===== src/rtl/pong_pkg.sv =====
// Shared definitions for the pong frame scheduler.
// Holds the FSM state encoding, default regfile indices of the game objects,
// the bit positions of the move buttons inside the button word, and a helper
// that builds the 32-bit word injected into the button register.
package pong_pkg;

    localparam int DATA_W = 32;
    localparam int REG_W  = 5;
    localparam int BTN_W  = 4;
    localparam int CNT_W  = 3;   // debounce counter, enough for 1..7 frames

    localparam logic [1:0] ST_IDLE   = 2'd0;
    localparam logic [1:0] ST_COPY   = 2'd1;
    localparam logic [1:0] ST_INJECT = 2'd2;

    localparam int DEF_BALL_REG = 10;
    localparam int DEF_PADL_REG = 11;
    localparam int DEF_PADR_REG = 12;
    localparam int DEF_BTN_REG  = 13;

    // btn_raw / btn_state = {moveleft, moveright, moveup, movedown}
    localparam int BTN_DOWN  = 0;
    localparam int BTN_UP    = 1;
    localparam int BTN_RIGHT = 2;
    localparam int BTN_LEFT  = 3;

    function automatic logic [DATA_W-1:0] btn_word(input logic [BTN_W-1:0] btn);
        logic [DATA_W-1:0] w;
        w            = '0;
        w[BTN_DOWN]  = btn[BTN_DOWN];
        w[BTN_UP]    = btn[BTN_UP];
        w[BTN_RIGHT] = btn[BTN_RIGHT];
        w[BTN_LEFT]  = btn[BTN_LEFT];
        return w;
    endfunction

endpackage


===== src/rtl/pong_btn_debounce.sv =====
// One move button: two-flop synchronizer followed by a frame-based debouncer.
// Ports:
//   clock, reset   : processor clock, asynchronous active-high reset
//   btn_raw        : raw asynchronous button level
//   step           : one-cycle strobe, once per frame, that advances the debouncer
//   btn_state      : debounced level
// A change is accepted only after DEBOUNCE_FRAMES consecutive steps that all
// disagree with the current btn_state (legal range 1..7).
module pong_btn_debounce
    import pong_pkg::*;
#(
    parameter int DEBOUNCE_FRAMES = 2
) (
    input  logic clock,
    input  logic reset,
    input  logic btn_raw,
    input  logic step,
    output logic btn_state
);

    localparam logic [CNT_W-1:0] LIMIT = CNT_W'(DEBOUNCE_FRAMES);

    logic             sync_p0;
    logic             sync_p1;
    logic [CNT_W-1:0] cnt;

    always_ff @(posedge clock or posedge reset) begin
        if (reset) begin
            sync_p0   <= 1'b0;
            sync_p1   <= 1'b0;
            cnt       <= '0;
            btn_state <= 1'b0;
        end else begin
            // synchronizer stage boundary
            sync_p0 <= btn_raw;
            sync_p1 <= sync_p0;
            // debounce stage boundary
            if (step) begin
                if (sync_p1 == btn_state) begin
                    cnt <= '0;
                end else if (cnt + CNT_W'(1) == LIMIT) begin
                    btn_state <= ~btn_state;
                    cnt       <= '0;
                end else begin
                    cnt <= cnt + CNT_W'(1);
                end
            end
        end
    end

endmodule


===== src/rtl/pong_frame_scheduler.sv =====
// Per-frame game sequencer sitting between the processor and the regfile.
// Ports:
//   clock, reset          : processor clock, asynchronous active-high reset
//   vga_vs                : VGA V_SYNC (active low, asynchronous)
//   btn_raw[3:0]          : {moveleft, moveright, moveup, movedown}, asynchronous
//   proc_we/wreg/wdata    : processor regfile write port
//   rf_we/wreg/wdata      : regfile write port (processor passthrough or button injection)
//   ball_q/padl_q/padr_q  : tear-free shadow copies of the game-object words
//   btn_state             : debounced buttons
//   frame_count           : vblank counter
//   frame_tick            : one-cycle pulse after the button word was written
//   frame_overrun         : sticky, a vblank arrived while an injection was pending
// Processor writes to the game-object registers are snooped into working
// copies; those are copied to the shadows only at vblank start. The button word
// is injected into BTN_REG on the first free write slot after that copy, so the
// processor is never stalled.
module pong_frame_scheduler
    import pong_pkg::*;
#(
    parameter int BALL_REG        = DEF_BALL_REG,
    parameter int PADL_REG        = DEF_PADL_REG,
    parameter int PADR_REG        = DEF_PADR_REG,
    parameter int BTN_REG         = DEF_BTN_REG,
    parameter int DEBOUNCE_FRAMES = 2
) (
    input  logic              clock,
    input  logic              reset,
    input  logic              vga_vs,
    input  logic [BTN_W-1:0]  btn_raw,
    input  logic              proc_we,
    input  logic [REG_W-1:0]  proc_wreg,
    input  logic [DATA_W-1:0] proc_wdata,
    output logic              rf_we,
    output logic [REG_W-1:0]  rf_wreg,
    output logic [DATA_W-1:0] rf_wdata,
    output logic [DATA_W-1:0] ball_q,
    output logic [DATA_W-1:0] padl_q,
    output logic [DATA_W-1:0] padr_q,
    output logic [BTN_W-1:0]  btn_state,
    output logic [15:0]       frame_count,
    output logic              frame_tick,
    output logic              frame_overrun
);

    localparam logic [REG_W-1:0] BALL_IDX = REG_W'(BALL_REG);
    localparam logic [REG_W-1:0] PADL_IDX = REG_W'(PADL_REG);
    localparam logic [REG_W-1:0] PADR_IDX = REG_W'(PADR_REG);
    localparam logic [REG_W-1:0] BTN_IDX  = REG_W'(BTN_REG);

    logic              vs_p0;
    logic              vs_p1;
    logic              vs_p2;
    logic              vblank_evt;
    logic [1:0]        state;
    logic [1:0]        state_nxt;
    logic              inject_now;
    logic              wr_any;
    logic              wr_ball;
    logic              wr_padl;
    logic              wr_padr;
    logic [DATA_W-1:0] ball_w;
    logic [DATA_W-1:0] padl_w;
    logic [DATA_W-1:0] padr_w;

    // vs_p2 holds the previous synced value, so this is the falling edge of V_SYNC
    assign vblank_evt = vs_p2 & ~vs_p1;

    // Register 0 is hard-wired zero in the regfile, so it is never snooped
    assign wr_any  = proc_we && (proc_wreg != '0);
    assign wr_ball = wr_any && (proc_wreg == BALL_IDX);
    assign wr_padl = wr_any && (proc_wreg == PADL_IDX);
    assign wr_padr = wr_any && (proc_wreg == PADR_IDX);

    // A vblank during INJECT abandons the pending write; the next COPY
    // produces a fresher button word anyway.
    assign inject_now = (state == ST_INJECT) && !proc_we && !vblank_evt;

    always_comb begin
        state_nxt = state;
        case (state)
            ST_IDLE:   if (vblank_evt) state_nxt = ST_COPY;
            ST_COPY:   state_nxt = ST_INJECT;
            ST_INJECT: begin
                if (vblank_evt)    state_nxt = ST_COPY;
                else if (!proc_we) state_nxt = ST_IDLE;
            end
            default:   state_nxt = ST_IDLE;
        endcase
    end

    // rf_we is gated by reset directly so an in-flight injection (or a
    // processor write) never reaches the regfile while reset is asserted.
    always_comb begin
        rf_we    = ~reset & (inject_now | proc_we);
        rf_wreg  = inject_now ? BTN_IDX : proc_wreg;
        rf_wdata = inject_now ? btn_word(btn_state) : proc_wdata;
    end

    genvar b;
    generate
        for (b = 0; b < BTN_W; b++) begin : g_btn
            pong_btn_debounce #(
                .DEBOUNCE_FRAMES (DEBOUNCE_FRAMES)
            ) u_debounce (
                .clock     (clock),
                .reset     (reset),
                .btn_raw   (btn_raw[b]),
                .step      (state == ST_COPY),
                .btn_state (btn_state[b])
            );
        end
    endgenerate

    always_ff @(posedge clock or posedge reset) begin
        if (reset) begin
            vs_p0         <= 1'b0;
            vs_p1         <= 1'b0;
            vs_p2         <= 1'b0;
            state         <= ST_IDLE;
            ball_w        <= '0;
            padl_w        <= '0;
            padr_w        <= '0;
            ball_q        <= '0;
            padl_q        <= '0;
            padr_q        <= '0;
            frame_count   <= '0;
            frame_tick    <= 1'b0;
            frame_overrun <= 1'b0;
        end else begin
            // vsync synchronizer stage boundary
            vs_p0 <= vga_vs;
            vs_p1 <= vs_p0;
            vs_p2 <= vs_p1;

            // control stage boundary
            state      <= state_nxt;
            frame_tick <= inject_now;
            if ((state == ST_INJECT) && vblank_evt) frame_overrun <= 1'b1;

            if (wr_ball) ball_w <= proc_wdata;
            if (wr_padl) padl_w <= proc_wdata;
            if (wr_padr) padr_w <= proc_wdata;

            // shadow stage boundary: a same-cycle processor write is forwarded
            if (state == ST_COPY) begin
                ball_q      <= wr_ball ? proc_wdata : ball_w;
                padl_q      <= wr_padl ? proc_wdata : padl_w;
                padr_q      <= wr_padr ? proc_wdata : padr_w;
                frame_count <= frame_count + 16'd1;
            end
        end
    end

endmodule


===== config.mk =====
export PLATFORM = sky130hd
export DESIGN_NAME = pong_frame_scheduler
export DESIGN_NICKNAME = d
export VERILOG_FILES = /design/src/rtl/pong_pkg.sv /design/src/rtl/pong_btn_debounce.sv /design/src/rtl/pong_frame_scheduler.sv
export SDC_FILE = /design/constraint.sdc
export NUM_CORES = 1
export LEC_CHECK = 0
export ABC_AREA = 1
export CAP_MARGIN = 15
export CORE_AREA = 2 2 171 140
export CTS_CLUSTER_SIZE = 8
export DETAILED_ROUTE_END_ITERATION = 6
export DIE_AREA = 0 0 173 142
export PLACE_DENSITY = 0.76
export SLEW_MARGIN = 20
export SYNTH_ARGS = -nofsm -noshare
export SYNTH_HDL_FRONTEND = slang
export SYNTH_SLANG_ARGS = --single-unit

===== constraint.sdc =====
create_clock -name clock -period 7.4 [get_ports clock]
set_input_delay 1.48 -clock clock [delete_from_list [all_inputs] [get_ports clock]]
set_output_delay 1.48 -clock clock [all_outputs]
set_load 0.005 [all_outputs]

==> flow_summary.toml, run 1 <==
[clocking]
cts_sinks = 239
cts_hold_buf = 0
clkTransAtPathRegs_ns = 0.04
postCtsSetupBuffers = 0
cts_buffers = 35
clk_path_buf_depth = 3
cts_tree = "built"
insertion_delay_ns = 0.49
cts_htree_levels = 2
cts_resized = 0
clockRootBuffer = "clkbuf_16"

[synthesis]
syn_area_mm2 = 0.0108
ys_warn_count = 0
ys_async_sr_fraction_pct = 100
syn_area_per_cell_um2 = 8.80
synth_top_flop_cell = "dfrtp_1"
netlist.area_leader.share_pct = 55.3
synth_edf_count = 0
ys_ff_latch = 239
ys_types = 33
ys_seq_area_share_pct = 55.3
syn-instance-count = 1229
synth_top_cell_by_area = "dfrtp_1"
synth_area_leaders = "dfrtp_1, nand2_1, and2_1"
synth_fp_nets = 1283

[detailed_routing]
finalWirelength_um = 27100
postRouteAntennaNets = 0
routed_via_density = 5.10
route.vias.total = 8756
wl_per_cell_um = 15.8
remaining_drc_errors = 0
dr.pass1.iters = 5
drt_iter0_drc = 785

[final_layout]
finalNetCount = 1458
fin_area_mm2 = 0.0138
multiInputGateArea_mm2 = 0.00386
layout_common_cells = "nand2_1, dfrtp_1, clkdlybuf4s50_1"
n_fill_cell = 1956
antennaDiodeCount = 0
regArea_mm2 = 0.00598
syn_to_final_growth_pct = 28.0
final_layout_size_suffix_gt1_share_pct = 5.05
final_common_cell = "nand2_1"

[sta]
setup_viol = 0
fin_crit_ns = 4.59
timing.setup.tns_ns = 0
final_max_slew_viol_count = 0
finalHoldViolCount = 0
max_freq_mhz = 218
relSlewSlack_pct = 25.2
rsz0062_at_grt = "no"
fin_crit_sh_pct = 62.0
max_slew.worst_pin.slew_ns = 1.12
skew_ns = 0.00834

[status]
status = "finished clean"

[power_and_ir_drop]
p_leak_nw = 6.71
power_density_mw_per_mm2 = 289
p_int_mw = 2.93
p_sw_mw = 1.07
comb_power_share_pct = 22.0
p_clk_share_pct = 34.8
max-vdd-ir-drop_mv = 0.162
switching_share_pct = 26.8
power_frac_seq_pct = 43.2

[worst_hold_path]
min_to = "vs_p1"
hold_path.class = "flip-flop to flip-flop"
hp-start = "vs_p0"
hold_depth = 0

[setup_path]
reg2reg_depth = 7
crit_path_start_kind = "input pin"
rr_endpoint = "g_btn[0].u_debounce.btn_state"
cp.arrival_ns = 3.11
cp_top_family = "buffers and inverters"
required_ns = 5.92
r2r_start = "state[1]"
max_stage_delay_ns = 0.55
slowest_stage = "clkdlybuf4s50_1"
critPathKind = "input pin to primary output"
cp_num_buf_inv = 5
worst_setup_path_end_kind = "primary output"
path_cells = "buf_4, inv_1, nand3_1, clkinv_1, buf_4, or2_2, clkdlybuf4s50_1"
path_common_cell = "buf_4"
worstPathMaxFanout = 38
r2r_setup_slack_ns = 4.80

[floorplanning]
io_pins = 201
start_util_pct = 47.3
chipHeight_um = 142
dieArea_mm2 = 0.0246
dieWidth_um = 173
rows = 50
core_region_area_mm2 = 0.0229

[placement]
io_buffers = 200
dpl_cell_area_mm2 = 0.0129
hpwl_um = 16400
globalplace.congestion = 0.787

[grt]
track_usage_pct = 22.7
first_global_vias = 8777
grt_overflow_total = 0
grt_max_degree = 119
antenna_found_initial = 0
grt_pass1_wl_um = 45300

[flow_run]
cap_violations = 0
==> Yosys cell counts (3+ instances only) <==
cell,count
ha_1,9
nor2_4,4
nand4_2,10
buf_6,5
buf_4,12
nand3_1,105
dfrtp_1,239
nand2_1,341
xnor2_1,12
nand4_1,89
and2_1,96
o21ai_0,13
o22ai_1,4
clkbuf_1,21
xor2_1,10
inv_1,159
nor2_1,50
buf_2,29
buf_1,3
==> worst reg2reg max path, cell delays in order, from the launching register on <==
cell,delay (ns)
dfrtp_1,0.35
inv_1,0.10
nand2_4,0.37
inv_4,0.57
buf_4,0.67
nand3_1,0.20
o21ai_0,0.17
inv_1,0.05
==> power by group through the flow <==
| stage | clock (mW) | combinational, mW | sequential (mW) |
|---|---|---|---|
| 6_report | 1.39 | 0.881 | 1.72 |
| 3_3_place_gp | 0 | 0.861 | 1.73 |
| 3_5_place_dp | 0 | 0.885 | 1.74 |
| 4_1_cts | 1.42 | 0.894 | 1.73 |
| 5_1_grt | 1.49 | 0.996 | 1.75 |
| 2_1_floorplan | 0 | 0.452 | 1.72 |
==> worst max path at each step <==
| stage | start | end | slack (ns) | cells past startpoint |
|---|---|---|---|---|
| after floorplan | reset | ball_q[0] | 2.79 | 1 |
| after global routing | proc_we | rf_wdata[3] | 2.72 | 8 |
| final | proc_we | rf_wreg[2] | 2.81 | 7 |
| after CTS | proc_we | rf_wreg[2] | 2.82 | 7 |
| after detailed placement | proc_wreg[2] | ball_q[5] | 2.80 | 8 |
| after global placement | proc_wreg[0] | padr_q[22] | 2.84 | 8 |
==> metrics by stage <==
step	hold WS (ns)	util, %	setup WS, ns	std cells	power, mW
2_1_floorplan	0.331	-	2.79	1229	2.18
4_1_cts	0.345	60.5	2.82	1717	4.04
3_5_place_dp	0.335	56.4	2.80	1679	2.62
3_3_place_gp	0.333	56.4	2.84	1679	2.60
5_1_grt	0.348	60.5	2.72	1717	4.24
6_report	0.344	60.5	2.81	1717	4.00
==> layer usage <==
layer  up-vias  wire, µm  track usage, %
met2       294     12600            36.9
met4         0       507            6.33
met1      4212     12100            31.2
met5         -         0               0
met3        46      1940            4.75
li1       4204         -               -
==> registers in the layout (all words and copies together), names as in the netlist, 2 cells and up <==
| signal | cells |
|---|---|
| frame_count | 16 |
| g_btn.u_debounce.sync_p0 | 4 |
| g_btn.u_debounce.btn_state | 4 |
| g_btn.u_debounce.sync_p1 | 4 |
| ball_w | 32 |
| state | 2 |
| padr_q | 32 |
| padr_w | 32 |
| padl_q | 32 |
| g_btn.u_debounce.cnt | 12 |
| ball_q | 32 |
| padl_w | 32 |
==> area by class of cell <==
type	instances	share of cell area [%]
Multi-Input combinational cell	759	27.9
Clock buffer	38	6.71
Tap cell	312	2.82
Sequential cell	239	43.2
Timing Repair Buffer	208	15.0
Inverter	161	4.41
==> kinds of logic (layout without fill, tap and decap cells) <==
kind of cell | Yosys count | after routing | share of synthesized area [%]
fa+ha+maj | 9 | 9 | 1.04
xor+xnor | 22 | 22 | 1.78
simple gates | 705 | 705 | 31.5
flops | 239 | 239 | 55.3
compound gates | 23 | 23 | 1.25
buf+inv | 231 | 407 | 9.11
No activity file was read; power rests on OpenSTA's default activity.
==> inputs of run 2 (changes only) <==
--- a/config.mk
+++ b/config.mk
@@ -7,11 +7,11 @@
 export LEC_CHECK = 0
 export ABC_AREA = 1
 export CAP_MARGIN = 15
-export CORE_AREA = 2 2 171 140
+export CORE_AREA = 2 2 163 133
 export CTS_CLUSTER_SIZE = 8
 export DETAILED_ROUTE_END_ITERATION = 6
-export DIE_AREA = 0 0 173 142
-export PLACE_DENSITY = 0.76
+export DIE_AREA = 0 0 165 135
+export PLACE_DENSITY = 0.8
 export SLEW_MARGIN = 20
 export SYNTH_ARGS = -nofsm -noshare
 export SYNTH_HDL_FRONTEND = slang
==> constraint.sdc (replaced) <==
create_clock -name clock -period 4.35 [get_ports clock]
set_input_delay 0.87 -clock clock [delete_from_list [all_inputs] [get_ports clock]]
set_output_delay 0.87 -clock clock [all_outputs]
set_load 0.005 [all_outputs]
==> run 2 against run 1 <==
Sequential cell count did not move. Total power increased by 71%. Register-to-register slack worse by 2.7 ns. Die area decreased by 9.3%. Worst setup slack worse by 2.1 ns. Design area barely moved. Largest cell class unchanged.
==> flow_summary.toml, run 2 (same netlist as run 1, synthesis figures left out) <==
[setup_path]
cp-endpoint = "rf_wdata[22]"
worst_setup_path_end_kind = "primary output"
reg2reg_depth = 6
r2r_start = "state[0]"
crit_path_start = "state[0]"
required_ns = 3.48
crit_path_start_kind = "flip-flop"
rr_endpoint = "g_btn[2].u_debounce.btn_state"
r2r_setup_slack_ns = 2.10
worstPathMaxFanout = 19
cp.arrival_ns = 2.81
critPathKind = "flip-flop to primary output"

[detailed_routing]
drt_iter0_drc = 650
route.vias.total = 8897
finalWirelength_um = 27900
wl_per_cell_um = 16.6
dr.pass1.iters = 5
remaining_drc_errors = 0
postRouteAntennaNets = 0
routed_via_density = 5.29

[placement]
dpl_cell_area_mm2 = 0.0129
globalplace.congestion = 0.806
hpwl_um = 17100
io_buffers = 200

[sta]
fin_crit_sh_pct = 84.6
whs_ns = 0.344
max_freq_mhz = 272
finalHoldViolCount = 0
skew_ns = 0.0106
final_max_slew_viol_count = 0
rsz0062_at_grt = "no"
max_slew.worst_pin.slew_ns = 0.923
relSlewSlack_pct = 38.5
setup_viol = 0
fin_crit_ns = 3.68
timing.setup.tns_ns = 0

[floorplanning]
dieWidth_um = 165
dieArea_mm2 = 0.0223
start_util_pct = 52.7
rows = 47
chipHeight_um = 135
core_region_area_mm2 = 0.0205
io_pins = 201

[final_layout]
multiInputGateArea_mm2 = 0.00386
fin_area_mm2 = 0.0139
antennaDiodeCount = 0
syn_to_final_growth_pct = 28.1
final_common_cell = "nand2_1"
final_layout_size_suffix_gt1_share_pct = 5.52
layout_common_cells = "nand2_1, dfrtp_1, clkdlybuf4s50_1"
finalNetCount = 1465
n_fill_cell = 1641
regArea_mm2 = 0.00598

[clocking]
cts_buffers = 35
cts_hold_buf = 0
clkTransAtPathRegs_ns = 0.05
postCtsSetupBuffers = 0
clockRootBuffer = "clkbuf_16"
cts_sinks = 239
insertion_delay_ns = 0.49
cts_tree = "built"
clk_path_buf_depth = 3
cts_htree_levels = 2
cts_resized = 0

[grt]
track_usage_pct = 25.9
first_global_vias = 8921
antenna_found_initial = 0
grt_max_degree = 106
grt_pass1_wl_um = 45700
grt_overflow_total = 0

[status]
status = "finished clean"

[flow_run]
cap_violations = 0

[power_and_ir_drop]
p_leak_nw = 6.75
p_total_mw = 6.83
power_density_mw_per_mm2 = 493
max-vdd-ir-drop_mv = 0.311

[worst_hold_path]
hold_path.class = "flip-flop to flip-flop"
-- run 2: layout make-up --
cell class	instances	area share, %
inverter	161	4.42
multi-input combinational	759	27.9
clock buffer	38	6.71
tap	269	2.43
timing repair buffer	215	15.4
sequential	239	43.2
-- run 2: power breakdown --
group	internal, mW	total, mW	switching, mW	leakage [nW]
clock network	1.48	2.37	0.886	0.457
registers	2.68	2.95	0.267	2.68
logic	0.823	1.52	0.697	3.62
-- run 2: layer usage --
layer	part of all wire (%)	track usage, %
met2	47	41.8
met3	7.3	5.56
met5	0	0
met4	1.1	5.22
met1	44	36.5
-- run 2: metrics by stage --
stage | utilization [%] | worst slack, ns | std cells
final | 67.5 | 0.670 | 1681
after global routing | 67.5 | 0.440 | 1681
after detailed placement | 63.0 | 0.782 | 1643
after floorplan | - | 0.346 | 1229
after CTS | 67.5 | 0.613 | 1681
after global placement | 63.0 | 0.855 | 1643
-- run 2: critical path, stage by stage (launching register included) --
cell and delay (ns):
dfrtp_1 0.42, nor2_1 0.24, nand3_1 0.23, inv_1 0.60, buf_4 0.32, nor2_1 0.06
clkdlybuf4s50_1 0.45
-- run 2: worst min path at each step --
stage / startpoint / to / cells after the start
after global placement: vs_p0 / vs_p1 / 0
final: vs_p0 / vs_p1 / 0
after global routing: vs_p0 / vs_p1 / 0
after detailed placement: g_btn[0].u_debounce.sync_p0 / g_btn[0].u_debounce.sync_p1 / 0
after floorplan: g_btn[0].u_debounce.sync_p0 / g_btn[0].u_debounce.sync_p1 / 0
after CTS: g_btn[0].u_debounce.sync_p0 / g_btn[0].u_debounce.sync_p1 / 0
==> inputs of run 3 (changes only) <==
--- a/config.mk
+++ b/config.mk
@@ -7,11 +7,11 @@
 export LEC_CHECK = 0
 export ABC_AREA = 1
 export CAP_MARGIN = 15
-export CORE_AREA = 2 2 163 133
+export CORE_AREA = 2 2 171 140
 export CTS_CLUSTER_SIZE = 8
 export DETAILED_ROUTE_END_ITERATION = 6
-export DIE_AREA = 0 0 165 135
-export PLACE_DENSITY = 0.8
+export DIE_AREA = 0 0 173 142
+export PLACE_DENSITY = 0.76
 export SLEW_MARGIN = 20
 export SYNTH_ARGS = -nofsm -noshare
 export SYNTH_HDL_FRONTEND = slang
==> constraint.sdc (replaced) <==
create_clock -name clock -period 3.3 [get_ports clock]
set_input_delay 0.66 -clock clock [delete_from_list [all_inputs] [get_ports clock]]
set_output_delay 0.66 -clock clock [all_outputs]
set_load 0.005 [all_outputs]
==> run 3 against run 2 <==
First-iteration DRC count grew 20%. Sequential power grew 32%. Critical path depth grew 1. Register-to-register slack lost 0.78 ns. Via count shrank 0.92%. Sequential share of layout area shrank 0.40 points. Worst hold slack is essentially flat. Routed wire length shrank 1.2%. Design area grew 0.93%. Global-route usage shrank 3.0 points. Critical path type unchanged.
==> flow_summary.toml, run 3 (same netlist as run 1, synthesis figures left out) <==
[floorplanning]
core_region_area_mm2 = 0.0229
dieArea_mm2 = 0.0246
io_pins = 201
chipHeight_um = 142
start_util_pct = 47.3
rows = 50
dieWidth_um = 173

[grt]
track_usage_pct = 22.9
grt_max_degree = 79
antenna_found_initial = 0
grt_pass1_wl_um = 45700
first_global_vias = 8691
grt_overflow_total = 0

[clocking]
cts_sinks = 239
clockRootBuffer = "clkbuf_16"
insertion_delay_ns = 0.49
clkTransAtPathRegs_ns = 0.05
cts_buffers = 35
cts_htree_levels = 2
cts_tree = "built"
clk_path_buf_depth = 3
postCtsSetupBuffers = 0

[setup_path]
max_stage_delay_ns = 0.44
cp_top_family = "buffers and inverters"
cp_num_buf_inv = 4
cp.depth = 7
reg2reg_depth = 6
critPathKind = "flip-flop to primary output"
worst_setup_path_end_kind = "primary output"
path_cells = "nor2_1, inv_1, nand3_1, clkinv_1, buf_6, or2_2, clkdlybuf4s50_1"
cp.arrival_ns = 2.35
worstPathMaxFanout = 27
crit_path_start_kind = "flip-flop"
slowest_stage = "clkdlybuf4s50_1"
required_ns = 2.64

[sta]
final_max_slew_viol_count = 0
timing.setup.tns_ns = 0
max_slew.worst_pin.slew_ns = 0.688
setup_viol = 0
fin_crit_sh_pct = 91.3
relSlewSlack_pct = 54.1
whs_ns = 0.344
finalHoldViolCount = 0
fin_crit_ns = 3.01
rsz0062_at_grt = "no"
worst_slack_ns = 0.287
skew_ns = 0.0141
max_freq_mhz = 332

[placement]
dp_slack_ns = 0.490
io_buffers = 200
globalplace.congestion = 0.794
dpl_cell_area_mm2 = 0.0131
dp.cells = 1696
hpwl_um = 17600

[final_layout]
n_fill_cell = 1956
syn_to_final_growth_pct = 29.3
finalNetCount = 1475
fin_area_mm2 = 0.0140
final_layout_size_suffix_gt1_share_pct = 6.19
final_common_cell = "nand2_1"
utilization_pct = 61.1
finalNonFillerCells = 1733
multiInputGateArea_mm2 = 0.00386
regArea_mm2 = 0.00598
layout_common_cells = "nand2_1, dfrtp_1, clkdlybuf4s50_1"
antennaDiodeCount = 0

[worst_hold_path]
hold_depth = 0
hold_path.class = "flip-flop to flip-flop"

[flow_run]
cap_violations = 0

[detailed_routing]
drt_iter0_drc = 777
postRouteAntennaNets = 0
routed_via_density = 5.09
route.vias.total = 8815
remaining_drc_errors = 0
wl_per_cell_um = 15.9
finalWirelength_um = 27600
dr.pass1.iters = 7

[power_and_ir_drop]
max-vdd-ir-drop_mv = 0.490
p_total_mw = 8.91
p_leak_nw = 6.79
power_density_mw_per_mm2 = 637

[status]
status = "finished clean"
## run 3: timing repair
item | CTS | global route
resized for setup | 0 | 2
hold buffers | 0 | 0
setup endpoints to repair | 0 | 4
endpoints found under the hold margin | 0 | 0
## run 3: per-layer routing
layer | vias up | track usage (%) | part of all wire, %
met3 | 42 | 4.67 | 6.9
met1 | 4252 | 31.9 | 45
met4 | 0 | 5.75 | 1.6
met5 | - | 0 | 0
li1 | 4232 | - | -
met2 | 289 | 36.8 | 47
## run 3: cell type report
cell class / count / share of cell area [%]
Clock inverter: 1 / 0.0626
Timing Repair Buffer: 225 / 16.1
Inverter: 161 / 4.37
Multi-Input combinational cell: 759 / 27.6
Sequential cell: 239 / 42.8
Tap cell: 312 / 2.79
Clock buffer: 36 / 6.29
## run 3: power breakdown
part | switching (mW) | internal, mW
clock network | 1.17 | 1.86
logic | 0.907 | 1.09
registers | 0.346 | 3.53
## run 3: worst paths after layout
| check | start | to | slack (ns) |
|---|---|---|---|
| worst max register to register | state[1] | padr_q[4] | 1.32 |
| min in group asynchronous | reset | padl_w[1] | 0.53 |
| worst min-delay path | g_btn[3].u_debounce.sync_p0 | g_btn[3].u_debounce.sync_p1 | 0.34 |
| max in group asynchronous | reset | ball_w[22] | 2.03 |
| worst min register to register | g_btn[3].u_debounce.sync_p0 | g_btn[3].u_debounce.sync_p1 | 0.34 |
| worst max-delay path | vs_p1 | rf_wreg[2] | 0.29 |
==> patch 1: new RTL, settings of run 3 <==
Remove the register `frame_tick`: a continuous assignment takes its place, so the output `frame_tick` follows one clock earlier. Comments in the files are not updated.
--- a/src/rtl/pong_frame_scheduler.sv
+++ b/src/rtl/pong_frame_scheduler.sv
@@ -124,7 +124,6 @@
             padl_q        <= '0;
             padr_q        <= '0;
             frame_count   <= '0;
-            frame_tick    <= 1'b0;
             frame_overrun <= 1'b0;
         end else begin
             // vsync synchronizer stage boundary
@@ -134,7 +133,6 @@
 
             // control stage boundary
             state      <= state_nxt;
-            frame_tick <= inject_now;
             if ((state == ST_INJECT) && vblank_evt) frame_overrun <= 1'b1;
 
             if (wr_ball) ball_w <= proc_wdata;
@@ -151,5 +149,7 @@
         end
     end
 
+    assign frame_tick = inject_now;
+
 endmodule
 
Behaviour: not the same (a bounded check fails within 10 cycles, from zero or initial values and one cycle with reset high).
==> patch 1 against run 3 <==
Sequential cell count decreased by 1. Cell area stayed put. Via count is 1.2% higher. Synthesized area decreased by 0.23%. Total power increased by 1.5%. Largest cell class unchanged. Sequential share of layout area is 0.18 points lower. Hold slack better by 0.0024 ns. Fmax up 0.26%. Largest power group unchanged. Clock power up 5%. Worst setup slack gained 0.0079 ns. Routed wire length grew 3.7%. Critical path type unchanged.
==> patch 1: results (changes against run 3) <==
outcome = completed
Buffers excl. clock = 224 (-0.44%)
hold slack = 0.3465 ns (+0.002367 ns)
post-synthesis sequential area ratio = 55.17% (-0.10 points)
Pre-antenna DRT Iters = 5 (-2)
area post-placement = 13,050 sq um (-0.34%)
syn nets = 1,282 (-0.078%)
R2R Setup Slk = 1.54 ns (+0.22 ns)
Slew @ Worst Pin = 0.7133 ns (+0.02518 ns)
GRT Util Overall = 23.67% (+0.82 points)
global-route wire length before repair = 46,560 um (+1.9%)
clock buffers = 38 (+5.6%)
Worst VDD drop = 0.3802 mV (-22%)
hold-critical path endpoint = g_btn[1].u_debounce.sync_p1
DRT iter0 DRCs = 728 (-6.3%)
Synth Area in Compound Gates = 1.252% (+0.0029 points)
Area Overhead vs Synth = 29.57%
leading post-synthesis cells by cell area = dfrtp_1 55%, nand2_1 12%, and2_1 5.6%
routed vias = 8,920 (+1.2%)
layout cells sized above 1 = 6.197% (about the same)
Placer Congestion = 0.8220 (+3.5%)
Post-synth top cells = 341 x nand2_1, 238 x dfrtp_1, 159 x inv_1, 105 x nand3_1, 96 x and2_1
CP max stage delay = 0.53 ns (+0.09 ns)
synthesized flop and latch total = 238 (-0.42%)
WL final = 28,610 um (+3.7%)
hold_sp = g_btn[1].u_debounce.sync_p0
Non-clock buffer share = 15.94% (-0.17 points)
vias in the first global route = 8,822 (+1.5%)
largest net degree at the start of global routing = 128 (+62%)
[patch 1: cell types whose count changed after synthesis]
cell / delta
dfrtp_1: -1
[patch 1: layer usage]
layer / track usage, % / routed length (um) / up-vias
met2: 38.02 / 13140 / 331
met1: 32.42 / 12700 / 4308
li1: - / - / 4236
met3: 5.422 / 2180 / 45
met5: 0 / 0 / -
met4: 6.958 / 589 / 0
[patch 1: cells by family (layout without fill, tap and decap cells)]
| kind of cell | count (synthesis) | in the layout |
|---|---|---|
| compound gates | 23 | 23 |
| xor+xnor | 22 | 22 |
| fa+ha+maj | 9 | 9 |
| buf+inv | 231 | 423 |
| flops | 238 | 238 |
| simple gates | 705 | 705 |
[patch 1: worst max path at each step]
stage | startpoint | to | cells past startpoint | slack [ns]
after floorplan | reset | ball_q[0] | 1 | -0.48
after global routing | state[0] | rf_wdata[3] | 7 | 0.06
final | state[0] | rf_wdata[2] | 7 | 0.29
after detailed placement | proc_we | padr_q[15] | 8 | 0.61
after CTS | state[0] | rf_wdata[3] | 7 | 0.29
after global placement | proc_we | rf_wdata[3] | 8 | 0.60
[patch 1: report_power, final]
| part | total [mW] | leakage (nW) | switching, mW | internal, mW |
|---|---|---|---|---|
| sequential | 3.87 | 2.66 | 0.353 | 3.52 |
| combinational | 2.00 | 3.67 | 0.915 | 1.09 |
| clock | 3.17 | 0.463 | 1.19 | 1.97 |
[patch 1: per-stage QoR]
step,util (%),instances,setup slack [ns]
floorplan,-,1228,-0.4799
global placement,56.98,1694,0.6046
detailed placement,56.98,1694,0.6096
CTS,61.09,1732,0.2930
global route,61.09,1732,0.06440
finish,61.09,1732,0.2946
==> patch 2: new RTL, settings of run 3 <==
Without the edit above. Change the package constant `DATA_W` from 32 to 24.
--- a/src/rtl/pong_pkg.sv
+++ b/src/rtl/pong_pkg.sv
@@ -4,7 +4,7 @@
 // that builds the 32-bit word injected into the button register.
 package pong_pkg;
 
-    localparam int DATA_W = 32;
+    localparam int DATA_W = 24;
     localparam int REG_W  = 5;
     localparam int BTN_W  = 4;
     localparam int CNT_W  = 3;   // debounce counter, enough for 1..7 frames
Ports: changed (5 resized); port bits go from 201 to 161. The function was not compared with the original's and may differ.
==> patch 2 against run 3 <==
Combinational power shrank 16%. Synthesized area fell by 20%. Register-to-register slack worse by 0.03 ns. Count of clock-buffer cells in the layout down 18. Total power is 24% lower. Critical endpoint is now rf_wdata[19]. Largest cell class unchanged. Sequential cell count down 48. Worst setup slack lost 0.023 ns. Routed wire length down 15%. Cell area decreased by 21%. Highest routed layer unchanged.
==> patch 2: results (changes against run 3) <==
post-route non-filler standard cell count = 1,455 (-16%)
hold-critical path endpoint = g_btn[1].u_debounce.sync_p1
Worst-path clk slew = 0.07 ns (+0.02 ns)
hold_sp = g_btn[1].u_debounce.sync_p0
post-place setup slack = 0.5114 ns (+0.02108 ns)
hold slack = 0.3505 ns (+0.006437 ns)
Cell variety after synth = 29 (-12%)
port bufs = 160 (-20%)
Layout fillers = 2,142 (+9.5%)
Pre-antenna DRT Iters = 5 (-2)
CTS Buf Count = 17 (-51%)
leading post-synthesis cells by cell area = dfrtp_1 55%, nand2_1 12%, inv_1 6.0%
static leakage = 5.335 nW (-21%)
crit path to = rf_wdata[19]
Worst VDD drop = 0.3290 mV (-33%)
worst setup path start = state[1]
outcome = completed
R2R Setup Slk = 1.29 ns (-0.03 ns)
reg2reg path depth = 8 (+2)
Via-to-Cell Ratio = 4.834 (-5.0%)
Inst Count DP = 1,423 (-16%)
Net Sw Frac = 30.21% (+3.0 points)
crit-path max FO = 17 (-37%)
worst rel slew slack = 43.89% (-10 points)
H-Tree Level Count = 4 (+2)
Post-synth top cells = 267 x nand2_1, 191 x dfrtp_1, 139 x inv_1, 88 x nand3_1, 74 x nand4_1
DRT iter0 DRCs = 639 (-18%)
Post-DP HPWL = 15,690 um (-11%)
GRT Util Overall = 19.43% (-3.4 points)
area post-placement = 10,500 sq um (-20%)
Clock Latency Late Sink = 0.44 ns (-0.05 ns)
NumNets Final = 1,176 (-20%)
vias in the first global route = 6,775 (-22%)
fmax = 329.3 MHz (-0.77%)
syn nets = 1,035 (-19%)
Max Buffers Root-to-Sink = 2 (-1)
CP max stage delay = 0.46 ns (+0.02 ns)
clock share of power = 29.1% (-5.0 points)
post-synthesis sequential area ratio = 55.33% (+0.057 points)
largest net degree at the start of global routing = 90 (+14%)
[patch 2: layer usage]
layer | vias up | global-route usage (%) | routed length, um
met4 | 0 | 4.862 | 298
met1 | 3385 | 26.50 | 10730
met3 | 21 | 6.918 | 1924
met2 | 230 | 29.64 | 10470
li1 | 3397 | - | -
met5 | - | 0 | 0
[patch 2: cells by family (layout without fill, tap and decap cells)]
logic type | count (synthesis) | after routing | share of synthesized area (%)
flip-flops | 191 | 191 | 55.33
AO/OA/AOI/OAI | 28 | 28 | 1.811
buffers and inverters | 193 | 347 | 9.444
XOR/XNOR | 17 | 17 | 1.724
AND/OR/NAND/NOR | 551 | 551 | 30.39
adder cells (fa/ha/maj) | 9 | 9 | 1.304
[patch 2: area by class of cell]
type,count,area [sq um],area share [%]
Inverter,141,535.5,4.847
Clock buffer,18,439.2,3.975
Multi-Input combinational cell,605,3058,27.68
Timing Repair Buffer,174,1739,15.74
Tap cell,312,390.4,3.533
Sequential cell,191,4780,43.26
Clock inverter,14,107.6,0.9738
